### config.mk
export PLATFORM = sky130hd
export DESIGN_NAME = spi_slave_if
export DESIGN_NICKNAME = d
export VERILOG_FILES = /design/src/rtl/spi_pkg.sv /design/src/rtl/spi_tx_serializer.sv /design/src/rtl/spi_slave_if.sv
export SDC_FILE = /design/constraint.sdc
export NUM_CORES = 1
export LEC_CHECK = 0
export CORE_ASPECT_RATIO = 0.9
export CORE_MARGIN = 5
export CORE_UTILIZATION = 60
export CTS_BUF_LIST = sky130_fd_sc_hd__clkbuf_8
export CTS_CLUSTER_DIAMETER = 200
export DETAILED_ROUTE_END_ITERATION = 7
export GPL_TIMING_DRIVEN = 1
export MAX_ROUTING_LAYER = met4
export PLACE_DENSITY = 0.85
export SETUP_SLACK_MARGIN = 0.02
export SYNTH_ARGS = -nofsm -noshare
export SYNTH_HDL_FRONTEND = slang
export SYNTH_SLANG_ARGS = --single-unit
### constraint.sdc
create_clock -name clk -period 3.15 [get_ports clk]
set_input_delay 0.63 -clock clk [delete_from_list [all_inputs] [get_ports clk]]
set_output_delay 0.63 -clock clk [all_outputs]
set_load 0.02 [all_outputs]
### src/rtl/spi_pkg.sv
// rtl/spi_pkg.sv - shared frame sizes, FSM state encoding and command codes for the SPI slave
package spi_pkg;

    localparam int SPI_FRAME_W = 10;
    localparam int SPI_DATA_W  = 8;

    typedef enum logic [2:0] {
        ST_IDLE      = 3'd0,
        ST_CHK_CMD   = 3'd1,
        ST_WRITE     = 3'd2,
        ST_READ_ADD  = 3'd3,
        ST_READ_DATA = 3'd4
    } spi_state_e;

    typedef logic [1:0] spi_cmd_t;

    localparam spi_cmd_t CMD_WR_ADDR = 2'b00;
    localparam spi_cmd_t CMD_WR_DATA = 2'b01;
    localparam spi_cmd_t CMD_RD_ADDR = 2'b10;
    localparam spi_cmd_t CMD_RD_DATA = 2'b11;

endpackage

### src/rtl/spi_tx_serializer.sv
// rtl/spi_tx_serializer.sv - loads one read byte and shifts it out on MISO, MSB first
module spi_tx_serializer #(
    parameter int DATA_W = 8
) (
    input  logic              clk,
    input  logic              rst_n,
    input  logic              clear_i,
    input  logic              load_i,
    input  logic [DATA_W-1:0] data_i,
    output logic              miso_o,
    output logic              busy_o,
    output logic              done_o
);

    localparam int CNT_W = $clog2(DATA_W + 1);
    localparam logic [CNT_W-1:0] CNT_END = CNT_W'(DATA_W);
    localparam logic [CNT_W-1:0] CNT_ONE = CNT_W'(1);

    logic [DATA_W-1:0] shreg_q;
    logic [CNT_W-1:0]  cnt_q;
    logic              busy_q;
    logic              miso_q;

    // The load edge only captures the byte; bit 7 appears on MISO one edge later.
    always_ff @(posedge clk or negedge rst_n) begin
        if (!rst_n) begin
            shreg_q <= '0;
            cnt_q   <= '0;
            busy_q  <= 1'b0;
            miso_q  <= 1'b0;
        end else if (clear_i) begin
            shreg_q <= '0;
            cnt_q   <= '0;
            busy_q  <= 1'b0;
            miso_q  <= 1'b0;
        end else if (load_i && !busy_q) begin
            shreg_q <= data_i;
            cnt_q   <= '0;
            busy_q  <= 1'b1;
            miso_q  <= 1'b0;
        end else if (busy_q) begin
            if (cnt_q != CNT_END) begin
                miso_q  <= shreg_q[DATA_W-1];
                shreg_q <= {shreg_q[DATA_W-2:0], 1'b0};
                cnt_q   <= cnt_q + CNT_ONE;
            end else begin
                miso_q <= 1'b0;
                busy_q <= 1'b0;
            end
        end
    end

    assign miso_o = miso_q;
    assign busy_o = busy_q;
    assign done_o = busy_q && (cnt_q == CNT_END);

endmodule

### src/rtl/spi_slave_if.sv
// rtl/spi_slave_if.sv - SPI slave front-end: frame FSM, rx deserialiser and read-address tracking
module spi_slave_if
    import spi_pkg::*;
#(
    parameter int FRAME_W = SPI_FRAME_W,
    parameter int DATA_W  = SPI_DATA_W
) (
    input  logic               clk,
    input  logic               rst_n,
    input  logic               SS_n,
    input  logic               MOSI,
    output logic               MISO,
    output logic [FRAME_W-1:0] rx_data,
    output logic               rx_valid,
    input  logic [DATA_W-1:0]  tx_data,
    input  logic               tx_valid
);

    localparam int CNT_W = $clog2(FRAME_W + 1);
    localparam logic [CNT_W-1:0] CNT_FULL = CNT_W'(FRAME_W);
    localparam logic [CNT_W-1:0] CNT_LAST = CNT_W'(FRAME_W - 1);
    localparam logic [CNT_W-1:0] CNT_ONE  = CNT_W'(1);

    spi_state_e         state_q, state_d;
    logic [CNT_W-1:0]   cnt_q, cnt_d;
    logic [FRAME_W-1:0] shift_q, shift_d;
    logic [FRAME_W-1:0] rx_data_q, rx_data_d;
    logic               rx_valid_q, rx_valid_d;
    logic               rd_seen_q, rd_seen_d;
    logic               tx_started_q, tx_started_d;

    logic               tx_load;
    logic               tx_clear;
    logic               tx_busy;
    logic               tx_done;
    logic [FRAME_W-1:0] shift_in;

    assign shift_in = {shift_q[FRAME_W-2:0], MOSI};

    always_ff @(posedge clk or negedge rst_n) begin
        if (!rst_n) begin
            state_q      <= ST_IDLE;
            cnt_q        <= '0;
            shift_q      <= '0;
            rx_data_q    <= '0;
            rx_valid_q   <= 1'b0;
            rd_seen_q    <= 1'b0;
            tx_started_q <= 1'b0;
        end else begin
            state_q      <= state_d;
            cnt_q        <= cnt_d;
            shift_q      <= shift_d;
            rx_data_q    <= rx_data_d;
            rx_valid_q   <= rx_valid_d;
            rd_seen_q    <= rd_seen_d;
            tx_started_q <= tx_started_d;
        end
    end

    always_comb begin
        state_d      = state_q;
        cnt_d        = cnt_q;
        shift_d      = shift_q;
        rx_data_d    = rx_data_q;
        rx_valid_d   = 1'b0;
        rd_seen_d    = rd_seen_q;
        tx_started_d = tx_started_q;
        tx_load      = 1'b0;
        tx_clear     = 1'b0;

        // Deselect ends or aborts any frame; an unfinished frame leaves no trace.
        if (state_q != ST_IDLE && SS_n) begin
            state_d      = ST_IDLE;
            cnt_d        = '0;
            tx_started_d = 1'b0;
            tx_clear     = 1'b1;
        end else begin
            case (state_q)
                ST_IDLE: begin
                    if (!SS_n) begin
                        state_d = ST_CHK_CMD;
                        cnt_d   = '0;
                    end
                end
                ST_CHK_CMD: begin
                    cnt_d        = '0;
                    tx_started_d = 1'b0;
                    if (!MOSI)          state_d = ST_WRITE;
                    else if (!rd_seen_q) state_d = ST_READ_ADD;
                    else                state_d = ST_READ_DATA;
                end
                ST_WRITE, ST_READ_ADD, ST_READ_DATA: begin
                    if (cnt_q != CNT_FULL) begin
                        shift_d = shift_in;
                        cnt_d   = cnt_q + CNT_ONE;
                        if (cnt_q == CNT_LAST) begin
                            rx_data_d  = shift_in;
                            rx_valid_d = 1'b1;
                            if (state_q == ST_READ_ADD) rd_seen_d = 1'b1;
                        end
                    end else if (state_q == ST_READ_DATA) begin
                        if (!tx_started_q && !tx_busy && tx_valid) begin
                            tx_load      = 1'b1;
                            tx_started_d = 1'b1;
                        end
                        if (tx_done) rd_seen_d = 1'b0;
                    end
                end
                default: state_d = ST_IDLE;
            endcase
        end
    end

    spi_tx_serializer #(
        .DATA_W (DATA_W)
    ) u_tx (
        .clk     (clk),
        .rst_n   (rst_n),
        .clear_i (tx_clear),
        .load_i  (tx_load),
        .data_i  (tx_data),
        .miso_o  (MISO),
        .busy_o  (tx_busy),
        .done_o  (tx_done)
    );

    assign rx_data  = rx_data_q;
    assign rx_valid = rx_valid_q;

endmodule

==> results of run 1 <==
-- placed cells by master, fill, tap and decap left out, types with 4 or more instances in the layout --
cell type and n:
mux2i_1 9, nor2_1 12, dfrtp_1 43, ha_1 5, inv_1 9, mux2_2 19, o2bb2ai_1 8, nand2_1 7
clkbuf_8 6, a21oi_1 4, o21ai_0 5, clkdlybuf4s50_1 23
-- through the flow --
step	hold slack [ps]	cells	utilization, %	setup WS (ps)
4_1_cts	488	242	72.2	1050
6_report	471	242	72.2	1070
5_1_grt	503	242	72.2	901
2_1_floorplan	334	171	-	1440
3_3_place_gp	464	235	69.6	786
3_5_place_dp	469	235	69.6	742
-- report_power, final --
| part | total [mW] | internal, mW | switching [mW] |
|---|---|---|---|
| Clock | 0.350 | 0.172 | 0.178 |
| Combinational | 0.200 | 0.106 | 0.0941 |
| Sequential | 0.688 | 0.622 | 0.0652 |
-- kinds of logic after synthesis --
group	synth area share, %
muxes	14.9
AOI/OAI and AO/OA	12.3
DFF	52.7
and+or+nand+nor	12.7
xor gates and xnor gates	0.859
adders and majority gates	3.07
buffers and inverters	3.49
-- area by class of cell --
class,instances,area (µm²)
inverters,9,33.8
well taps,44,55.1
repair buffers,27,258
flip-flops and latches,43,1080
fillers,230,925
clock inverters,1,5.00
multi-input cells,112,893
clock buffers,6,82.6
-- state kept, by name, indices dropped and copies added (netlist names) --
| name | cells |
|---|---|
| rx_data | 10 |
| shift_q | 9 |
| u_tx.shreg_q | 8 |
| cnt_q | 4 |
| u_tx.cnt_q | 4 |
| state_q | 3 |
| rd_seen_q | 1 |
| rx_valid | 1 |
| tx_started_q | 1 |
| u_tx.busy_o | 1 |
| u_tx.miso_o | 1 |
-- synthesized netlist by cell type, types with 2 or more instances --
cell type / number
nand3b_1: 2
a21oi_1: 4
nor3b_1: 2
mux2i_1: 9
dfrtp_1: 43
clkbuf_1: 3
o21ai_0: 6
inv_1: 9
o31ai_1: 3
buf_2: 3
nor2_1: 12
nand4b_1: 2
mux2_2: 19
nand2b_1: 2
o2bb2ai_1: 8
nor3_1: 3
nand4_1: 3
nand2_1: 7
or2_2: 2
ha_1: 5
a21o_1: 2
-- how the worst max path moves through the flow --
stage / startpoint / end / slack [ps] / depth (start not counted)
2_1_floorplan: SS_n / rx_data[1] / 1440 / 5
3_3_place_gp: SS_n / rx_data[6] / 790 / 6
3_5_place_dp: SS_n / rx_data[6] / 740 / 6
4_1_cts: state_q[2] / rx_data[5] / 1050 / 5
5_1_grt: state_q[2] / rx_data[5] / 900 / 5
6_report: state_q[2] / rx_data[3] / 1070 / 5
-- per-layer routing --
| metal | global-route usage (%) | wire length (µm) | vias up |
|---|---|---|---|
| met5 | - | 0 | - |
| met3 | 6.27 | 209 | 6 |
| met2 | 28.8 | 1810 | 41 |
| met1 | 27.2 | 1830 | 688 |
| met4 | 5.40 | 45 | 0 |
| li1 | - | - | 673 |
==> flow_metrics.py, run 1 <==
metrics = {
    "critical_path": {
        "required_ps": 3330,
        "cpLargestDelayFamily": "simple AND/OR/NAND/NOR gates",
        "startpoint_type": "flop",
        "path_max_fanout": 14,
        "setup.worst_path.end_class": "flop",
        "reg2reg_to": "rx_data[3]",
        "worst-setup-path-type": "flop to flop",
        "r2r_slack_ps": 1070,
        "worst-path-buf-inv": 1,
        "cp_slowest_cell": "dfrtp_1",
        "rr_startpoint": "state_q[2]",
        "reg2regPathDepth": 5,
        "crit_chain": "nor3b_2 > o21ai_2 > nor4_4 > buf_4 > mux2_2",
        "crit_path_max_incr_delay_ps": 580,
        "crit_arrival_ps": 2260,
    },
    "detailed_routing": {
        "ant_nets": 0,
        "vias": 1408,
        "via_per_inst": 5.82,
        "drt_first_pass_iters": 4,
        "drtIter0Drc": 150,
        "wl_per_cell_um": 16.1,
        "drc_errors": 0,
        "finalWirelength_um": 3890,
    },
    "timing": {
        "fin_setup_tns_ps": 0,
        "slew_violations": 0,
        "clock_skew_ps": 10.5,
        "fin_crit_sh_pct": 66.0,
        "slew_headroom_pct": 39.2,
        "fmax_ghz": 0.481,
        "period_needed_ps": 2080,
        "rsz0062_at_grt": "false",
        "finalHoldViolCount": 0,
        "setup-violations-final": 0,
        "worst_pin_slew_ps": 912,
    },
    "cts": {
        "numCtsBuffers": 5,
        "clockBufferDepth": 2,
        "cts_setup_buffers": 0,
        "ctsResizeCount": 0,
        "htree_levels": 2,
        "clkLatencyLatePin_ps": 300,
        "cts.sinks": 43,
        "cts_tree": "built",
        "hold_buffers": 0,
        "cts_root_buf": "clkbuf_8",
        "cts.clk_slew.worst_paths_ps": 80,
    },
    "finish": {
        "nNetsFinal": 216,
        "area_growth_pct": 17.8,
        "design_area_um2": 2400,
        "drive_gt1_share_pct": 19.7,
        "diodes": 0,
    },
    "synth": {
        "netlist.area_leader.share_pct": 52.7,
        "async_reset_ff_share_pct": 100,
        "synth_warnings": 0,
        "syn-num-nets": 189,
        "synth.largest_area_cell": "dfrtp_1",
        "post_synth_num_cell_types": 43,
        "ys_ff_latch": 43,
        "ys_top_cells_by_area": "dfrtp_1, mux2_2, mux2i_1",
        "synth_cells": 171,
        "netlist_area_um2": 2040,
        "avgSynthCellArea_um2": 11.9,
        "synth-main-ff-cell": "dfrtp_1",
        "seq_area_frac_synth_pct": 52.7,
        "synth-edff-count": 0,
    },
    "global_route": {
        "grt_pass1_vias": 1475,
        "antenna_found_initial": 0,
        "grt_max_degree": 44,
        "grtUsageTotal_pct": 19.9,
        "grt_pass1_wl_um": 7070,
        "grt_overflow": 0,
    },
    "placement": {
        "gp_congestion": 0.881,
        "placed_cell_area_um2": 2320,
        "dpl.hpwl_um": 2740,
        "port_buffers": 24,
    },
    "outcome": {
        "status": "complete, no violations",
    },
    "run": {
        "drv_cap": 0,
    },
    "floorplanning": {
        "die_w_um": 71.5,
        "start_util_pct": 61.3,
        "die-area_um2": 4670,
        "fp.dieH_um": 65.3,
        "fp.coreArea_um2": 3330,
        "io_pins": 25,
        "row_count": 20,
    },
    "pwr": {
        "power.density_nw_per_um2": 515,
        "ir_worst_vdd_mv": 0.408,
        "power_mw": 1.24,
        "p_leak_nw": 1.12,
    },
    "worst_hold_path": {
        "hold_class": "input port to asynchronous set/reset pin",
    },
}
Power figures use the tool's default switching activity.
==> run 2, diff against run 1 <==
Settings changed: CORE_UTILIZATION 60 to 57, PLACE_DENSITY 0.85 to 0.81.
Clock period 3.15 ns to 2.1 ns, I/O delays scaled along.
==> flow_metrics.py, run 2 (synthesized netlist as in run 1, its figures left out) <==
metrics = {
    "pwr": {
        "ir_worst_vdd_mv": 0.550,
        "pwr-share-clk_pct": 31.7,
        "power.density_nw_per_um2": 796,
        "power_mw": 1.96,
        "pwr-share-seq_pct": 52.5,
        "p_sw_share_pct": 26.2,
        "p_leak_nw": 1.14,
        "intPower_mw": 1.44,
        "p_comb_share_pct": 15.8,
        "power_switching_mw": 0.512,
    },
    "placement": {
        "dpl.hpwl_um": 2850,
        "dp_cells": 238,
        "gp_congestion": 0.797,
        "port_buffers": 24,
        "dpl_worst_slack_ps": 81.5,
    },
    "floorplanning": {
        "die_w_um": 73.1,
        "io_pins": 25,
        "row_count": 20,
        "start_util_pct": 60.0,
        "fp.dieH_um": 66.8,
        "die-area_um2": 4880,
        "fp.coreArea_um2": 3400,
    },
    "critical_path": {
        "worst-path-buf-inv": 1,
        "startpoint_type": "flop",
        "setup.worst_path.end_class": "flop",
        "worst-setup-path-type": "flop to flop",
        "crit_arrival_ps": 2050,
        "crit_chain": "nor3b_2 > o21ai_2 > nor4_4 > buf_4 > mux2_2",
        "required_ps": 2280,
        "worstSetupStartpoint": "state_q[1]",
        "cp_slowest_cell": "dfrtp_1",
        "rr_startpoint": "state_q[1]",
        "path_max_fanout": 13,
        "cpLargestDelayFamily": "flip-flops",
        "crit_path_max_incr_delay_ps": 520,
    },
    "finish": {
        "layout.cells.most_common": "dfrtp_1",
        "nNetsFinal": 219,
        "drive_gt1_share_pct": 20.9,
        "instances_no_fill": 245,
        "largest_register_ffs": 10,
        "final_cell_mix": "dfrtp_1, clkdlybuf4s50_1, mux2_2",
        "area_growth_pct": 20.4,
        "fillers": 257,
        "diodes": 0,
    },
    "cts": {
        "clockBufferDepth": 2,
        "htree_levels": 2,
        "cts_setup_buffers": 0,
        "cts.sinks": 43,
        "cts_tree": "built",
        "cts_root_buf": "clkbuf_8",
        "clkLatencyLatePin_ps": 290,
        "hold_buffers": 0,
        "cts.clk_slew.worst_paths_ps": 80,
        "numCtsBuffers": 5,
        "ctsResizeCount": 0,
    },
    "detailed_routing": {
        "via_per_inst": 5.79,
        "drt_first_pass_iters": 4,
        "wl_per_cell_um": 15.8,
        "vias": 1418,
        "ant_nets": 0,
        "finalWirelength_um": 3880,
        "drtIter0Drc": 81,
        "drc_errors": 0,
    },
    "global_route": {
        "grt_max_degree": 24,
        "grt_pass1_wl_um": 7010,
        "antenna_found_initial": 0,
        "grt_pass1_vias": 1513,
        "grtUsageTotal_pct": 19.1,
        "grt_overflow": 0,
    },
    "timing": {
        "slew_violations": 0,
        "worst_pin_slew_ps": 496,
        "hold_ws_ps": 84.6,
        "fin_ws_ps": 231,
        "setup-violations-final": 0,
        "period_needed_ps": 1870,
        "fin_crit_sh_pct": 89.0,
        "rsz0062_at_grt": "false",
        "fmax_ghz": 0.535,
        "slew_headroom_pct": 66.9,
        "fin_setup_tns_ps": 0,
        "clock_skew_ps": 3.45,
        "finalHoldViolCount": 0,
    },
    "run": {
        "drv_cap": 0,
    },
    "worst_hold_path": {
        "hold_class": "input port to asynchronous set/reset pin",
    },
    "outcome": {
        "status": "complete, no violations",
    },
}
## run 2: power groups by stage
stage	Sequential, mW	Clock, mW	Combinational (mW)
after floorplan	1.01	0	0.224
after global placement	1.03	0	0.293
after detailed placement	1.04	0	0.310
after CTS	1.03	0.635	0.315
after global routing	1.04	0.680	0.348
final	1.03	0.621	0.309
## run 2: worst paths after layout
path	to	slack, ps	cells after the start
setup / recovery	rx_data[5]	230	5
hold / removal	u_tx.shreg_q[4]	80	1
setup reg to reg	rx_data[5]	230	5
hold reg to reg	tx_started_q	500	1
max in group asynchronous	shift_q[0]	1530	2
min in group clk	tx_started_q	500	1
## run 2: per-layer routing
metal  track usage [%]  vias up  routed length (µm)
met5                 -        -                   0
met4              6.68        0                  48
met3              3.77        5                 134
met2              30.0       28                1880
met1              24.8      708                1810
li1                  -      677                   -
## run 2: per-stage QoR
| stage | area, µm² | utilization, % |
|---|---|---|
| global placement | 2350 | 69.1 |
| global route | 2460 | 72.2 |
| finish | 2460 | 72.2 |
| floorplan | 2040 | - |
| CTS | 2460 | 72.2 |
| detailed placement | 2350 | 69.1 |
## run 2: cell type report
class	instances	area (µm²)	share of cell area, %
Sequential cell	43	1080	43.8
Multi-Input combinational cell	112	893	36.4
Timing Repair Buffer	30	293	11.9
Clock buffer	5	68.8	2.80
Tap cell	44	55.1	2.24
Clock inverter	2	37.5	1.53
Inverter	9	33.8	1.37
